`src/rtl/uart_rx_axis.sv`:
```
// 8N1 UART receiver: synchronises rx_i, samples each bit at mid-bit and
// presents each received byte on an AXI-Stream master with error/overrun pulses.
module uart_rx_axis #(
  parameter int unsigned CLKS_PER_BIT = 280
) (
  input  logic       clk_i,
  input  logic       rst_ni,
  input  logic       rx_i,
  output logic [7:0] m_axis_tdata_o,
  output logic       m_axis_tvalid_o,
  input  logic       m_axis_tready_i,
  output logic       frame_err_o,
  output logic       overrun_o
);

  localparam int unsigned TW = $clog2(CLKS_PER_BIT);
  localparam logic [TW-1:0] HALF_M1 = TW'(CLKS_PER_BIT / 2 - 1);
  localparam logic [TW-1:0] FULL_M1 = TW'(CLKS_PER_BIT - 1);

  typedef enum logic [1:0] {
    S_IDLE,
    S_START,
    S_DATA,
    S_STOP
  } state_e;

  logic [1:0]    r_rst_sync;
  logic          w_rst_n;
  logic [1:0]    r_sync;
  logic          w_rx_s;

  state_e        r_state,     w_state_d;
  logic [TW-1:0] r_timer,     w_timer_d;
  logic [2:0]    r_idx,       w_idx_d;
  logic [7:0]    r_shreg,     w_shreg_d;
  logic          r_armed,     w_armed_d;
  logic [7:0]    r_tdata,     w_tdata_d;
  logic          r_tvalid,    w_tvalid_d;
  logic          r_frame_err, w_frame_err_d;
  logic          r_overrun,   w_overrun_d;

  // Reset: asserts asynchronously, releases on a clock edge
  always_ff @(posedge clk_i or negedge rst_ni) begin
    if (!rst_ni) begin
      r_rst_sync <= 2'b00;
    end else begin
      r_rst_sync <= {r_rst_sync[0], 1'b1};
    end
  end

  assign w_rst_n = r_rst_sync[1];

  // Two-flop synchroniser on the asynchronous line; idle level is high
  always_ff @(posedge clk_i or negedge w_rst_n) begin
    if (!w_rst_n) begin
      r_sync <= 2'b11;
    end else begin
      r_sync <= {r_sync[0], rx_i};
    end
  end

  assign w_rx_s = r_sync[1];

  // State register and all registered outputs
  always_ff @(posedge clk_i or negedge w_rst_n) begin
    if (!w_rst_n) begin
      r_state     <= S_IDLE;
      r_timer     <= '0;
      r_idx       <= '0;
      r_shreg     <= '0;
      r_armed     <= 1'b1;
      r_tdata     <= '0;
      r_tvalid    <= 1'b0;
      r_frame_err <= 1'b0;
      r_overrun   <= 1'b0;
    end else begin
      r_state     <= w_state_d;
      r_timer     <= w_timer_d;
      r_idx       <= w_idx_d;
      r_shreg     <= w_shreg_d;
      r_armed     <= w_armed_d;
      r_tdata     <= w_tdata_d;
      r_tvalid    <= w_tvalid_d;
      r_frame_err <= w_frame_err_d;
      r_overrun   <= w_overrun_d;
    end
  end

  // Next-state, bit timing, deserialisation and stream handshake
  always_comb begin
    w_state_d     = r_state;
    w_timer_d     = r_timer;
    w_idx_d       = r_idx;
    w_shreg_d     = r_shreg;
    w_armed_d     = r_armed;
    w_tdata_d     = r_tdata;
    w_tvalid_d    = r_tvalid && !m_axis_tready_i;
    w_frame_err_d = 1'b0;
    w_overrun_d   = 1'b0;

    case (r_state)
      S_IDLE: begin
        w_timer_d = '0;
        if (w_rx_s) begin
          w_armed_d = 1'b1;
        end else if (r_armed) begin
          w_state_d = S_START;
        end
      end

      S_START: begin
        if (r_timer == HALF_M1) begin
          w_timer_d = '0;
          if (!w_rx_s) begin
            w_state_d = S_DATA;
            w_idx_d   = '0;
          end else begin
            w_state_d = S_IDLE;
          end
        end else begin
          w_timer_d = r_timer + TW'(1);
        end
      end

      S_DATA: begin
        if (r_timer == FULL_M1) begin
          w_timer_d          = '0;
          w_shreg_d[r_idx]   = w_rx_s;
          if (r_idx == 3'd7) begin
            w_state_d = S_STOP;
          end else begin
            w_idx_d = r_idx + 3'd1;
          end
        end else begin
          w_timer_d = r_timer + TW'(1);
        end
      end

      S_STOP: begin
        if (r_timer == FULL_M1) begin
          w_timer_d = '0;
          w_state_d = S_IDLE;
          if (w_rx_s) begin
            // A byte may replace one that is being accepted this same cycle
            if (!r_tvalid || m_axis_tready_i) begin
              w_tdata_d  = r_shreg;
              w_tvalid_d = 1'b1;
            end else begin
              w_overrun_d = 1'b1;
            end
          end else begin
            w_frame_err_d = 1'b1;
            w_armed_d     = 1'b0;
          end
        end else begin
          w_timer_d = r_timer + TW'(1);
        end
      end

      default: begin
        w_state_d = S_IDLE;
        w_timer_d = '0;
      end
    endcase
  end

  assign m_axis_tdata_o  = r_tdata;
  assign m_axis_tvalid_o = r_tvalid;
  assign frame_err_o     = r_frame_err;
  assign overrun_o       = r_overrun;

endmodule

```
`config.mk`:
```
export PLATFORM = sky130hd
export DESIGN_NAME = uart_rx_axis
export DESIGN_NICKNAME = d
export VERILOG_FILES = /design/src/rtl/uart_rx_axis.sv
export SDC_FILE = /design/constraint.sdc
export NUM_CORES = 1
export LEC_CHECK = 0
export ABC_AREA = 1
export ABC_CLOCK_PERIOD_IN_PS = 2500
export CELL_PAD_IN_SITES_DETAIL_PLACEMENT = 0
export CELL_PAD_IN_SITES_GLOBAL_PLACEMENT = 2
export CORE_UTILIZATION = 39
export CTS_BUF_LIST = sky130_fd_sc_hd__clkbuf_4
export CTS_CLUSTER_DIAMETER = 200
export DETAILED_ROUTE_END_ITERATION = 10
export GPL_ROUTABILITY_DRIVEN = 1
export GPL_TIMING_DRIVEN = 0
export PLACE_DENSITY = 0.92
export SYNTH_ARGS = -nofsm -noshare
export SYNTH_HDL_FRONTEND = slang
export SYNTH_SLANG_ARGS = --single-unit
```
`constraint.sdc`:
```
create_clock -name clk_i -period 2.5 [get_ports clk_i]
set_clock_uncertainty 0.15 [all_clocks]
set_input_delay 0.5 -clock clk_i [delete_from_list [all_inputs] [get_ports clk_i]]
set_output_delay 0.5 -clock clk_i [all_outputs]
set_load 0.005 [all_outputs]
```
After elaboration in Yosys (flattened, before gate mapping)
Cells that the tools add are included.
{"block": "op_classes", "eq_ne": 16, "n_reduce_logical": 14, "add_sub_neg": 2, "order_cmp": 2, "muxes": 34}
{"op": "$pmux W9 S3", "n": 1}
{"op": "$ne A2 B2 Y1 const B", "n": 10}
{"op": "$mux W9", "n": 2}
{"op": "$mux W1", "n": 15}
{"op": "$mux W2", "n": 7}
{"op": "$mux W3", "n": 4}
{"op": "$add A9 B1 Y9 const B", "n": 1}
{"op": "$eq A9 B8 Y1 const B", "n": 1}
{"op": "$eq A9 B9 Y1 const B", "n": 1}
{"op": "$bwmux W8", "n": 1}
{"op": "$pmux W2 S4", "n": 1}
{"op": "$reduce_and A4 Y1", "n": 2}
{"op": "$pmux W3 S2", "n": 1}
{"op": "$reduce_and A6 Y1", "n": 1}
{"op": "$reduce_and A5 Y1", "n": 1}
{"op": "$eq A2 B2 Y1 const B", "n": 2}
{"op": "$lt A3 B4 Y1 const B", "n": 1}
{"op": "$reduce_bool A2 Y1", "n": 2}
{"op": "$add A3 B1 Y3 const B", "n": 1}
{"op": "$demux W1 S3", "n": 1}
{"op": "$eq A3 B3 Y1 const B", "n": 1}
{"op": "$ge A3 B1 Y1 const B", "n": 1}
{"op": "$eq A2 B1 Y1 const B", "n": 1}
{"op": "$logic_and A1 B1 Y1", "n": 2}
{"op": "other kinds (6)", "n": 7}
{"block": "totals", "in_bits": 4, "reg_bits": 38, "output_inout_bits": 11, "elab_cells": 79}

Depth between registers and ports, before layout
Gate-level depths: netlist of the first run.
{"block": "logic_depth", "ltp_word": 6, "mapped_depth": 9}

Least setup slack after synthesis of the first run
Ideal clock, no wire load.
{"block": "synth_timing", "path_type": "reg2reg", "start": "register r_timer[0]", "end": "register r_tdata[6], in the netlist m_axis_tdata_o[6]", "setup_ns": 0.119, "setup_slack_ns": 0.926, "n_path_buf": 1, "t_arrival_ns": 1.305, "period_less_slack_ns": 1.574, "stages_incl_launch_ff": 10, "cell_sequence": "dfrtp_1 > ha_1 > nand2_2 > nor2_4 > nand2_4 > inv_6 > nand3_4 > buf_6 > nor2_2 > a21oi_2"}
{"block": "synth_between", "elab_chain_cells": 2}
{"item": "start, declared", "line": "33", "text": "logic [TW-1:0] r_timer, w_timer_d;"}
{"item": "start signal, assigned", "line": "78", "text": "r_timer <= w_timer_d;"}
{"item": "$eq A9 B9 Y1", "line": "140", "text": "if (r_timer == FULL_M1) begin"}
{"item": "$reduce_and A4 Y1 (no source line)"}
{"item": "end signal, assigned", "line": "82", "text": "r_tdata <= w_tdata_d;"}
{"item": "end, declared", "line": "37", "text": "logic [7:0] r_tdata, w_tdata_d;"}
Every way passes these cells.
A chain may end at the register's enable or synchronous reset.

Final worst setup path of the first run
{"block": "layout_timing", "start": "register r_tdata[2], in the netlist m_axis_tdata_o[2]", "end": "output m_axis_tdata_o[2]"}
{"item": "end, declared", "line": "9", "text": "output logic [7:0] m_axis_tdata_o,"}
No word-level cell between the ends.

==> results of run 1 <==
[power by group through the flow]
stage	clock [mW]	combinational, mW	sequential (mW)
after floorplan	0	0.233	0.712
after global placement	0	0.302	0.726
after detailed placement	0	0.297	0.725
after CTS	0.331	0.298	0.713
after global routing	0.347	0.346	0.721
final	0.309	0.295	0.711
[sequential cells by signal (all words and copies together), names as in the netlist, named ones only]
register / flops
m_axis_tdata_o: 8
overrun_o: 1
frame_err_o: 1
r_armed: 1
m_axis_tvalid_o: 1
r_shreg: 8
r_sync: 2
r_state: 1
r_idx: 3
r_rst_sync: 2
r_timer: 9
[layout by cell type (no fill, tap or decap), types with 2 or more instances in the layout]
master,netlist,final
a21oi_2,8,8
clkbuf_4,0,6
clkdlybuf4s50_1,0,14
dfrtp_1,35,34
dfstp_2,3,3
ha_1,3,3
inv_1,36,36
inv_2,2,2
nand2_1,60,60
nand2_2,2,2
nand3_1,9,9
nand4_1,6,6
nor2_1,28,28
nor2_2,4,4
nor2_4,2,2
nor3_1,11,11
o21ai_0,10,10
o21ai_1,2,2
[stage by stage]
stage / utilization / hold WS, ns
2_1_floorplan: - / 0.0544
3_3_place_gp: 0.465 / 0.186
3_5_place_dp: 0.465 / 0.192
4_1_cts: 0.477 / 0.145
5_1_grt: 0.477 / 0.133
6_report: 0.477 / 0.162
[layout make-up]
| cell class | instances | area share |
|---|---|---|
| repair buffers | 14 | 0.0657 |
| clock inverters | 2 | 0.00410 |
| inverters | 39 | 0.0709 |
| flip-flops and latches | 38 | 0.448 |
| clock buffers | 6 | 0.0211 |
| multi-input cells | 152 | 0.355 |
| plain buffers | 1 | 0.00528 |
| well taps | 52 | 0.0305 |
[cell families (layout without fill, tap and decap cells)]
logic type / Yosys count / count (layout)
and+or+nand+nor: 126 / 126
DFF: 38 / 38
AOI/OAI and AO/OA: 22 / 22
adders and majority gates: 3 / 3
other: 1 / 1
buffers and inverters: 40 / 62
[path summary, 6_finish.rpt]
path,from,endpoint,slack [ns],depth (start not counted)
max in group asynchronous,r_rst_sync[1],r_shreg[1],1.52,0
max reg2reg,r_timer[0],m_axis_tdata_o[7],0.76,9
min reg2reg,r_rst_sync[1],r_state[0],0.20,0
min,rst_ni,r_rst_sync[1],0.16,1
max,m_axis_tdata_o[2],m_axis_tdata_o[2],0.66,1
min in group clk_i,r_rst_sync[0],r_rst_sync[1],0.21,0
[metal layers]
layer | share of wire | wire (um)
met4 | 0.018 | 63
met2 | 0.43 | 1460
met1 | 0.53 | 1810
met3 | 0.030 | 102
met5 | 0 | 0
==> results.md, run 1 <==
- The horizontal die dimension is 71.3 um.
- The mapped cell area is 1870 um^2.
- The core region area is 4470 um^2.
- The multiplexer fraction of the synthesized cell area is 0.
- In this run the remaining antenna-violating nets after routing total 0.
- The final standard cell count with taps included and fillers excluded is 304.
- Summing all flip-flop and latch instances after layout gives 956 um^2.
- The most frequent cell after synthesis is nand2_1.
- After synthesis, the cell types taking the most area are dfrtp_1, nand2_1, inv_1.
- TritonCTS created 5 clock buffers.
- The compound-cell area share of the yosys netlist is 0.0754.
- The gate count of the mapped netlist is 230.
- The number of antenna violations at the first check in global routing is 0.
- The clock network fraction of total power is 0.235.
- In this design, the stage delay of the slowest critical-path cell is 0.50 ns.
- For this design the top-level I/O count stands at 15.
- The clock drives 38 sinks.
- In the post-route analysis, the smallest setup slack over all paths is 0.656 ns.
- The startpoint kind of the worst setup timing path is a register.
- For this run, the top clock speed supported by timing is 0.542 GHz.
- Among all flip-flop cells after synthesis, the most frequent one is dfrtp_1.
- The later pin in the worst-skew pair is clocked with a latency of 0.34 ns.
- Power spread over the standard cell area amounts to 616 nW/um^2.
- The TritonCTS clock tree is yes.
- The number of H-tree levels is 2.
- The iteration-0 DRC count of the detailed router is 66.
- Synthesis produced a netlist with a net count of 237.
- The completed layout was analyzed and its total power is 1.31 mW.
- For this run, global-route usage on met3 was measured as 0.0422.
- Of the synthesized area, sequential elements account for 0.509.
- The synthesized design contains 0 enable-type register cells.
- The number of global-route vias before repair was 1,333.
- For met1 alone, demand over resource in global routing was 0.204.
- The wire length of the first global-routing pass is 6000 um.
- The initial utilization of the core area, before any placement, comes to 0.419.
- Counting tap cells, the placed design contains a total of 296 instances.
- The synthesized-area fraction occupied by xor and xnor cells is 0.
- For this run, global-route usage on met2 was measured as 0.236.
- Wires add up to 3430 um.
- Traced cell by cell, the critical path runs through clkdlybuf4s50_1.
- The endpoint class of the critical path is an output pin.
- The final cycle utilization of the critical path is 0.738.
- Of the cells placed in the final design, the portion with a size suffix greater than 1 is 0.135.
- By count the netlist is led by nand2_1, inv_1, dfrtp_1, nor2_1, nor3_1.
- The total of flip-flops plus latches after synthesis is 38.
- The critical path is of the reg2out type.
- The count of buffering cells on the critical path with inverters included is 1.
- The async set or reset register ratio after synthesis is 1.00.
- The total count of max-transition violations in the final report is 0.
- Gates resized during post-CTS repair numbered 0.
- In this run, post-CTS hold repair placed 0 buffers.
- The normalized max-slew margin is 0.491.
- The layer with the highest usage is met2.
- The share of total power dissipated in combinational logic is 0.224.
- The final setup violation count is 0.
- The family of cells with the greatest summed delay on the critical path is buffers and inverters.
- The repair_antennas step left the layout with diodes totalling 0.
- The average routed wire per standard cell is 11.3 um.
- The full die area is 5090 um^2.
- From synthesis to final layout, the design area changed by 13.9%.
- The dominant cell type by area after synthesis is dfrtp_1.
- The maximum fanout along the worst path is 2.
- The buffer count from post-CTS setup fixing is 0.
- VDD sags by at most 335 uV.
- The final reports fail on DRC.
- Of the post-synthesis cell area, the dominant cell type holds 0.467.
- Data on the critical path arrives at its endpoint at 1.19 ns.
- The tool flagged a number of max-cap violations equal to 0.
- The final critical delay including setup and external delays is 1.84 ns.
- The maximum number of pins on one net before global-route repair is 37.
- Summed over all failing endpoints, the final setup total negative slack is 0 ns.
- The total overflow left after global routing is 0.
- The power spent charging and discharging nets is 455 uW.
- In this run, distinct cell masters in the synthesized netlist total 25.
- The number of buffers inserted by port buffering is 14.
- Of the total synthesized cell area, the portion taken by full adders, half adders and majority gates is 0.0200.
- The run finished, with violations left.
- The number of filler cells placed in the layout is 463.
- The Yosys step of the flow raised 0 warnings.
- The total number of vias is 1,408.
- The analysis attributes to cell leakage a power of 1.09 nW.
- After detailed routing, the number of remaining DRC violations is 2.
- The multi-input combinational cells in the finished layout cover a total of 757 um^2.
- The first detailed-routing pass took 7 iterations.
- The slew at the pin closest to its max-slew limit is 0.764 ns.
- The cell chosen for the clock root is clkbuf_4.
- The worst hold path belongs to the class in2async.
- The total track usage is 0.154.
- After detailed routing, the number of vias per cell comes to 4.63.
- The area of all placed cells without fillers is 2130 um^2.
- The endpoint required time on the critical path is 1.85 ns.
- The slowest stage cell on the critical path is clkdlybuf4s50_1.
- The fraction of the mapped netlist area in simple logic gates is 0.306.
- The maximum buffer depth of the clock tree is 2.
- The part of the total power dissipated in sequential elements is 0.541.
- The internal power component is 860 uW.
- The die is 71.3 um tall.
- Setup repair after global routing left no endpoint under its margin.
- The placed standard-cell area is 2080 um^2.
- The number of core rows is 24.
- The main combinational cell family by area after synthesis is simple AND/OR/NAND/NOR gates.
- The clock transition at the registers of the reported paths is 0.11 ns.
- The post-synthesis area per instance is 8.15 um^2.
- The total count of hold-check failures in the final report was 0.
- The number of nets in the finished design is 258.
- Routability-driven placement finished with a final weighted congestion of 0.771.
- Summed over all nets, the half-perimeter wirelength after detailed placement is 2480 um.
- The placement-stage worst setup slack is 0.644 ns.
- The switching fraction of total power is 0.346.
No activity file was read; power rests on OpenSTA's default activity.
==> run 2: changes to the inputs <==
--- a/config.mk
+++ b/config.mk
@@ -6,16 +6,16 @@
 export NUM_CORES = 1
 export LEC_CHECK = 0
 export ABC_AREA = 1
-export ABC_CLOCK_PERIOD_IN_PS = 2500
+export ABC_CLOCK_PERIOD_IN_PS = 1550
 export CELL_PAD_IN_SITES_DETAIL_PLACEMENT = 0
 export CELL_PAD_IN_SITES_GLOBAL_PLACEMENT = 2
-export CORE_UTILIZATION = 39
+export CORE_UTILIZATION = 32
 export CTS_BUF_LIST = sky130_fd_sc_hd__clkbuf_4
 export CTS_CLUSTER_DIAMETER = 200
 export DETAILED_ROUTE_END_ITERATION = 10
 export GPL_ROUTABILITY_DRIVEN = 1
 export GPL_TIMING_DRIVEN = 0
-export PLACE_DENSITY = 0.92
+export PLACE_DENSITY = 0.81
 export SYNTH_ARGS = -nofsm -noshare
 export SYNTH_HDL_FRONTEND = slang
 export SYNTH_SLANG_ARGS = --single-unit
==> constraint.sdc (replaced) <==
create_clock -name clk_i -period 1.55 [get_ports clk_i]
set_clock_uncertainty 0.15 [all_clocks]
set_input_delay 0.31 -clock clk_i [delete_from_list [all_inputs] [get_ports clk_i]]
set_output_delay 0.31 -clock clk_i [all_outputs]
set_load 0.005 [all_outputs]
==> results.md, run 2 (synthesized netlist as in run 1, its figures left out) <==
- The path class of the tightest hold or removal check is in2reg.
- For this configuration, the core starts out at a cell density of 0.336.
- The reported max-cap violation count is 0.
- The worst setup path is captured at a register.
- Wires add up to 4020 um.
- Detailed routing inserted a total of 1,579 vias.
- Row generation in the floorplan step produced 27 rows.
- STA classifies the critical path startpoint as a register.
- The average routed wire per standard cell is 11.5 um.
- Leaving out fill and tap cells, the most frequent cells in the layout are nand2_1, inv_1, dfrtp_1.
- The part of the power in combinational logic is 0.300.
- The total power per unit cell area is 920 nW/um^2.
- The via density per instance is 4.54.
- The TritonCTS clock tree is yes.
- The power spent charging and discharging nets is 893 uW.
- The iteration-0 DRC count of the detailed router is 26.
- Timing would allow up to 0.640 GHz.
- In this run the tightest slew margin relative to its limit is 0.462.
- The endpoint required time on the critical path is 1.64 ns.
- The end-of-flow core utilization is 0.473.
- The checks that failed: setup timing.
- The total leakage power is 1.26 nW.
- Cell internal power was estimated by the tool at 1.53 mW.
- The count of buffers added on input and output ports is 14.
- The maximum fanout along the worst path is 4.
- The switching fraction of total power is 0.368.
- The number of clock buffers added by TritonCTS is 5.
- The number of nets in the finished design is 282.
- The maximum buffer depth of the clock tree is 2.
- The floorplan step set the die height to 78.5 um.
- The setup TNS after final layout is -0.0122 ns.
- The horizontal die dimension is 78.5 um.
- In the post-route analysis, the smallest setup slack over all paths is -0.0122 ns.
- The first global-routing pass estimated 6870 um of wire.
- The capture point of the worst reg-to-reg path is m_axis_tdata_o[1].
- The cell chosen for the clock root is clkbuf_4.
- The final critical delay including setup and external delays is 1.56 ns.
- The clock latency at the later pin of the worst-skew pair is 0.34 ns.
- IR analysis of the VDD net gives a maximum drop of 341 uV.
- The startpoint identified for the worst register-to-register timing path is r_timer[5].
- In this run, placement finished with an instance count of 316.
- The post-detailed-route DRC marker count is 0.
- The total overflow left after global routing is 0.
- The final setup violation count is 1.
- Leaving out fill and tap cells, the most frequent cell in the layout is nand2_1.
- The fraction of final layout cells with drive strength greater than 1 is 0.388.
- The most critical setup path has its startpoint at r_timer[5].
- The total count of hold-check failures in the final report is 0.
- At the worst endpoint, the arrival time is 1.65 ns.
- In this run the remaining antenna-violating nets after routing total 0.
- Summed over all nets, the half-perimeter wirelength after detailed placement is 2560 um.
- The worst setup path category is reg2reg.
- At the pin with the least slew margin, the transition time is 0.807 ns.
- The final-layout worst hold slack is 0.210 ns.
- The number of antenna violations at the first check in global routing is 0.
- The placed standard-cell area is 2110 um^2.
- The total count of max-transition violations in the final report is 0.
- The number of top-level design ports is 15.
- For this run, the detailed router's first-pass iteration total came to 4.
- The final standard cell count with taps included and fillers excluded is 348.
- The count of inserted antenna diode cells is 0.
- The maximum number of pins on one net before global-route repair is 37.
- The core region area is 5570 um^2.
- The global placement routability congestion is 0.736.
- In the global route stage, overall resource usage came out at 0.146.
- Counting every sink on the clock net gives 38.
- The number of global-route vias before repair is 1,493.
- The final cycle utilization of the critical path is 1.01.
- The flip-flop count of the largest register, all copies and words added is 9.
- The part of the total power dissipated in sequential elements is 0.483.
- In this run the number of H-tree levels came out at 2.
- Following the worst setup path forward leads to its endpoint at m_axis_tdata_o[1].
- After clock tree synthesis, the clock-pin slew on the worst setup and hold paths is 0.11 ns.
- The top register by number of flip-flops is r_timer.
- The flow ran to the end, but the final reports show violations.
- Setup repair after global routing could not meet its margin everywhere.
- The clock network fraction of total power is 0.217.
- The synthesis-to-finish area growth is 40.7%.
- The setup slack of the most critical reg-to-reg path is -0.01 ns.
- The area of all placed cells without fillers is 2640 um^2.
- The cell depth of the worst flop-to-flop path is 9.
- The floorplan step defined a die boundary enclosing 6170 um^2.
-- run 2: worst min-delay path by stage --
| stage | startpoint | to | slack (ns) | cells after the start |
|---|---|---|---|---|
| final | rx_i | r_sync[0] | 0.21 | 1 |
| after global routing | rx_i | r_sync[0] | 0.18 | 1 |
| after CTS | rx_i | r_sync[0] | 0.19 | 1 |
| after detailed placement | r_rst_sync[0] | r_rst_sync[1] | 0.19 | 0 |
| after global placement | r_rst_sync[0] | r_rst_sync[1] | 0.18 | 0 |
| after floorplan | rst_ni | r_rst_sync[0] | -0.14 | 0 |
-- run 2: routing by layer --
metal,global-route usage,part of all wire
met1,0.185,0.48
met2,0.239,0.47
met3,0.0349,0.028
met4,0.0556,0.019
met5,0,0
-- run 2: final cells by class --
class	instances	area (um^2)
Buffer	1	20.0
Timing Repair Buffer	38	344
Tap cell	72	90.1
Fill cell	574	2940
Inverter	39	165
Clock buffer	7	52.6
Sequential cell	38	962
Multi-Input combinational cell	152	1000
Clock inverter	1	3.75
-- run 2: stage by stage --
step           worst slack [ns]  total power, mW
2_1_floorplan           0.00140             1.53
3_3_place_gp             -0.203             1.66
3_5_place_dp             -0.147             1.66
4_1_cts                 -0.0131             2.28
5_1_grt                 -0.0867             2.60
6_report                -0.0122             2.43
-- run 2: critical path, cell delays in order (launching register included) --
cell      delay (ns)
dfrtp_1         0.41
inv_2           0.07
nand2_2         0.11
nor2_4          0.15
nand2_4         0.08
clkinv_4        0.06
nand3_4         0.12
buf_8           0.18
nor2_4          0.08
a21oi_2         0.04
-- run 2: power by group through the flow --
stage          Combinational [mW]  Sequential (mW)  Clock [mW]
6_report                    0.729             1.17       0.527
5_1_grt                     0.822             1.19       0.589
3_5_place_dp                0.486             1.17           0
3_3_place_gp                0.493             1.17           0
4_1_cts                     0.569             1.16       0.553
2_1_floorplan               0.379             1.15           0
-- run 2: what timing repair did --
| action | CTS | global route |
|---|---|---|
| pin swaps | 5 | 11 |
| endpoints found under the setup margin | 38 | 30 |
| buffers inserted | 19 | 3 |
| endpoints found under the hold margin | 2 | 0 |
| gates cloned | 1 | 0 |
| gates resized for setup | 42 | 56 |
| hold buffers | 1 | 0 |
